`config.mk`:
```
export PLATFORM = sky130hd
export DESIGN_NAME = seg_display_controller
export DESIGN_NICKNAME = d
export VERILOG_FILES = /design/src/rtl/seg_display_controller.sv
export SDC_FILE = /design/constraint.sdc
export NUM_CORES = 1
export LEC_CHECK = 0
export CAP_MARGIN = 20
export CORE_AREA = 2 2 120 122
export CTS_BUF_LIST = sky130_fd_sc_hd__clkbuf_4 sky130_fd_sc_hd__clkbuf_8
export DETAILED_ROUTE_END_ITERATION = 8
export DIE_AREA = 0 0 122 124
export GPL_ROUTABILITY_DRIVEN = 0
export PLACE_DENSITY_LB_ADDON = 0.1
export SYNTH_ARGS = -nofsm -noshare
export SYNTH_HDL_FRONTEND = slang
export SYNTH_SLANG_ARGS = --single-unit
```
`constraint.sdc`:
```
create_clock -name clock -period 4.5 [get_ports clock]
set_input_delay 0.675 -clock clock [delete_from_list [all_inputs] [get_ports clock]]
set_output_delay 0.675 -clock clock [all_outputs]
set_load 0.005 [all_outputs]
```
`src/rtl/seg_display_controller.sv`:
```
// seg_display_controller
// Scan controller for an 8-digit, common-anode seven-segment display.
// One of eight 32-bit sources (picked by functionNumber) is latched once per
// frame, at the digit 7 -> digit 0 wrap, so a frame never mixes old and new
// data. Each digit slot lasts SCAN_DIV cycles. The first GUARD_CYCLES cycles
// of a slot keep every anode off to suppress ghosting.
// Anode, cathode and frameStart are registered one cycle behind the counters.
//
// Optional build macro: SEG_LEADING_ZERO_BLANK_EN
//   When defined, leading-zero digits are blanked. Digit 0 is always lit.
//   Scan timing and frameStart behave the same in both builds.

module seg_display_controller #(
  parameter int SCAN_DIV     = 100000,
  parameter int GUARD_CYCLES = 2
) (
  input  logic         clock,
  input  logic         reset,
  input  logic [2:0]   functionNumber,
  input  logic [255:0] sources,
  output logic [7:0]   anode,
  output logic [7:0]   cathode,
  output logic         frameStart,
  output logic [31:0]  shownValue
);

  localparam int            PW      = $clog2(SCAN_DIV);
  localparam logic [PW-1:0] LAST_C  = PW'(SCAN_DIV - 1);
  localparam logic [PW-1:0] GUARD_C = PW'(GUARD_CYCLES);

  // Map a hex nibble to its active-low {dp,g,f,e,d,c,b,a} pattern. The dp bit stays off.
  function automatic logic [7:0] hex_to_seg(input logic [3:0] nib);
    logic [7:0] seg;
    case (nib)
      4'h0:    seg = 8'hC0;
      4'h1:    seg = 8'hF9;
      4'h2:    seg = 8'hA4;
      4'h3:    seg = 8'hB0;
      4'h4:    seg = 8'h99;
      4'h5:    seg = 8'h92;
      4'h6:    seg = 8'h82;
      4'h7:    seg = 8'hF8;
      4'h8:    seg = 8'h80;
      4'h9:    seg = 8'h90;
      4'hA:    seg = 8'h88;
      4'hB:    seg = 8'h83;
      4'hC:    seg = 8'hC6;
      4'hD:    seg = 8'hA1;
      4'hE:    seg = 8'h86;
      4'hF:    seg = 8'h8E;
      default: seg = 8'hFF;
    endcase
    return seg;
  endfunction

  // Active-low one-cold enable for a digit index.
  function automatic logic [7:0] digit_enable(input logic [2:0] idx);
    return ~(8'd1 << idx);
  endfunction

  logic [PW-1:0] prescale_r;
  logic [2:0]    digit_r;
  logic [31:0]   shown_r;
  logic [7:0]    anode_r;
  logic [7:0]    cathode_r;
  logic          frame_start_r;

  logic          slot_end_s;
  logic          frame_end_s;
  logic [3:0]    nibble_s;
  logic          blank_s;
  logic [7:0]    anode_nxt_s;
  logic [7:0]    cathode_nxt_s;

`ifdef SEG_LEADING_ZERO_BLANK_EN
  logic [31:0]   upper_s;
`endif

  // Decode slot/frame boundaries and the next anode/cathode drive from the current counters.
  always_comb begin
    slot_end_s    = (prescale_r == LAST_C);
    frame_end_s   = slot_end_s && (digit_r == 3'd7);
    nibble_s      = shown_r[{digit_r, 2'b00} +: 4];
`ifdef SEG_LEADING_ZERO_BLANK_EN
    // A digit is blank when its nibble and every nibble above it are zero.
    upper_s       = shown_r >> {digit_r, 2'b00};
    blank_s       = (digit_r != 3'd0) && (upper_s == 32'd0);
`else
    blank_s       = 1'b0;
`endif
    anode_nxt_s   = 8'hFF;
    cathode_nxt_s = 8'hFF;
    if ((prescale_r < GUARD_C) || blank_s) begin
      anode_nxt_s = 8'hFF;
    end else begin
      anode_nxt_s = digit_enable(digit_r);
    end
    if (blank_s) begin
      cathode_nxt_s = 8'hFF;
    end else begin
      cathode_nxt_s = hex_to_seg(nibble_s);
    end
  end

  // Prescaler and digit index. The digit index advances once per slot and wraps modulo 8.
  always_ff @(posedge clock) begin
    if (reset) begin
      prescale_r <= '0;
      digit_r    <= 3'd0;
    end else if (slot_end_s) begin
      prescale_r <= '0;
      digit_r    <= digit_r + 3'd1;
    end else begin
      prescale_r <= prescale_r + 1'b1;
    end
  end

  // Latch the selected source only at the 7->0 wrap, so a frame always shows one value.
  always_ff @(posedge clock) begin
    if (reset) begin
      shown_r <= 32'd0;
    end else if (frame_end_s) begin
      shown_r <= sources[{functionNumber, 5'b00000} +: 32];
    end else begin
      shown_r <= shown_r;
    end
  end

  // Registered pin drivers and the one-cycle frame pulse.
  always_ff @(posedge clock) begin
    if (reset) begin
      anode_r       <= 8'hFF;
      cathode_r     <= 8'hFF;
      frame_start_r <= 1'b0;
    end else begin
      anode_r       <= anode_nxt_s;
      cathode_r     <= cathode_nxt_s;
      frame_start_r <= frame_end_s;
    end
  end

  assign anode      = anode_r;
  assign cathode    = cathode_r;
  assign frameStart = frame_start_r;
  assign shownValue = shown_r;

endmodule
```
==> flow_metrics.tcl <==
set metrics [dict create \
    finalClockSkew_ps 12.3 \
    synthArstFlopShare_pct 0 \
    finalHoldViolations 0 \
    setup_violations 0 \
    drtIter0Drc 272 \
    ys_types 45 \
    start_util_pct 36.2 \
    synth_fp_nets 690 \
    place.port_buffers 308 \
    final_cell_mix "304 x clkdlybuf4s50_1, 68 x dfxtp_1, 65 x mux4_2" \
    synth_flop_cell "dfxtp_1" \
    htree_num_levels 3 \
    postCtsSetupBuffers 0 \
    postCtsHoldBufs 0 \
    cts_resized 0 \
    p_leak_uw 0.00299 \
    syn_to_final_growth_pct 67.6 \
    fin_crit_ps 2880 \
    cts_tree "built" \
    grt_pass1_wl_mm 28.4 \
    totalWireLength_mm 19.0 \
    drc 0 \
    cts_made_buffers 9 \
    max_cap_viol_count 0 \
    r2r-start "digit_r[0]" \
    row_count 43 \
    drv_slew 0 \
    cp.arrival_ps 3160 \
    worst_pin_slew_ps 1060 \
    viasPerCell 5.40 \
    syn-instance-count 417 \
    power.total_uw 1630 \
    grt_overflow_total 0 \
    top_layer_used "met4" \
    grt_max_degree 51 \
    first_pass_iters 4 \
    antenna_found_initial 2 \
    clkSlewWorstSetupHoldPaths_ps 80 \
    status "completed" \
    post-route-period-util_pct 64.1 \
    fin_tns_setup_ps 0 \
    synth-seq-cells 68 \
    finalWorstSetupSlack_ps 1620 \
    met1Wirelength_mm 6.96 \
    cp-end-kind "flop" \
    vias 4828 \
    synth_enable_flop_cells 0 \
    drive_above_1_share_pct 17.7 \
    syn_area_per_cell_um2 11.9 \
    final_common_cell "clkdlybuf4s50_1" \
    fin_nets 980 \
    grt_pass1_vias 5038 \
    die_width_um 122 \
    crit_path_start "digit_r[0]" \
    wl_per_cell_um 21.2 \
    grt_usage_pct 25.3 \
    yosys_warnings 0 \
    cp-start-kind "flop" \
    dr_wl_met2_mm 9.52 \
    fin_area_mm2 0.00833 \
    pre_cts_slack_ps 1610 \
    core_area_mm2 0.0137 \
    synth_area_mm2 0.00497 \
    path_max_fanout 46 \
    rsz0062_at_grt "no" \
    clk_latency_ps 360 \
    fmax_ghz 0.347 \
    required_ps 4770 \
    dieHeight_um 124 \
    cts_num_sinks 68 \
    hold_start "prescale_r[0]" \
    wl_met3_mm 1.93 \
    placed_area_mm2 0.00810 \
    slew_headroom_pct 29.6 \
    dieArea_mm2 0.0151 \
    dp_hpwl_mm 15.4 \
    ir_worst_vdd_mv 0.161 \
    detail-route-antenna-nets 0 \
    crit_type "flop to flop" \
    hp-class "flop to flop" \
    boundaryPins 310 \
    cts_root_buffer "clkbuf_8" \
    yosysSeqAreaShare_pct 27.4 \
    cts_buffer_depth 2 \
    power.density_mw_per_mm2 196 \
]
kinds of logic (layout without fill, tap and decap cells):
kind of cell	after synthesis	in the layout	share of synthesized area, %
multiplexers	114	114	41.3
other	1	3	0.0755
buffers and inverters	44	339	4.74
flip-flops	68	68	27.4
AO/OA/AOI/OAI	53	53	10.6
XOR/XNOR	16	16	2.82
AND/OR/NAND/NOR	109	109	10.1
adder cells (fa/ha/maj)	12	12	3.02
registers in the layout (all words and copies together) (netlist names):
signal      count
frameStart      1
shownValue     32
anode           8
prescale_r     17
digit_r         3
cathode         7
worst paths after layout:
check / end / slack (ps) / depth (start not counted)
setup reg to reg: shownValue[29] / 1620 / 6
setup / recovery: shownValue[29] / 1620 / 6
hold / removal: prescale_r[0] / 450 / 1
hold reg to reg: prescale_r[0] / 450 / 1
per-stage QoR:
step	hold WS [ps]	cells	utilization, %
5_1_grt	479	893	60.7
6_report	453	894	60.7
2_1_floorplan	418	417	-
3_3_place_gp	431	876	59.0
4_1_cts	459	892	60.7
3_5_place_dp	446	876	59.0
cell usage after synthesis, types with 2 or more instances:
cell type	count	share of area, %
xor2_1	8	1.4
dfxtp_1	68	27
nand2_1	18	1.4
xnor2_1	8	1.4
ha_1	12	3.0
nor2_1	59	4.5
nor2b_1	3	0.38
and4_1	2	0.35
or3_1	2	0.25
o21ai_0	3	0.30
and2_1	2	0.25
mux4_2	65	29
o21ai_1	3	0.30
nor3_1	2	0.20
or4_1	2	0.30
mux2i_1	39	7.9
and3_1	3	0.38
buf_2	8	0.81
a31oi_1	2	0.25
mux2_2	4	0.91
a211oi_2	28	7.1
nand3_1	7	0.71
nor4_1	3	0.38
buf_4	6	0.91
clkbuf_1	14	1.1
inv_1	10	0.76
a211oi_1	5	0.76
a21oi_1	2	0.20
nand4_1	2	0.25
o221ai_1	4	0.71
mux4_1	5	2.6
buf_6	5	1.1
critical path: stages (launching register included):
cell	delay (ps)
dfxtp_1	720
ha_1	280
ha_1	180
and4_2	930
buf_4	400
nor2_1	80
a211oi_2	200
power by group:
group          internal, uW  switching, uW
clock network           316            259
registers               607           3.44
logic                   316            129
layer usage:
| layer | global-route usage [%] | vias to the layer above |
|---|---|---|
| li1 | - | 2202 |
| met3 | 8.29 | 32 |
| met2 | 45.7 | 261 |
| met5 | 0 | - |
| met1 | 27.9 | 2333 |
| met4 | 8.76 | 0 |
final cells by class:
type / count / area, um2
Antenna cell: 2 / 5.00
Fill cell: 1157 / 5390
Sequential cell: 68 / 1360
Tap cell: 180 / 225
Timing Repair Buffer: 313 / 3100
Clock inverter: 7 / 98.8
Inverter: 10 / 37.5
Clock buffer: 9 / 124
Multi-Input combinational cell: 305 / 3370
Power figures use the tool's default switching activity.
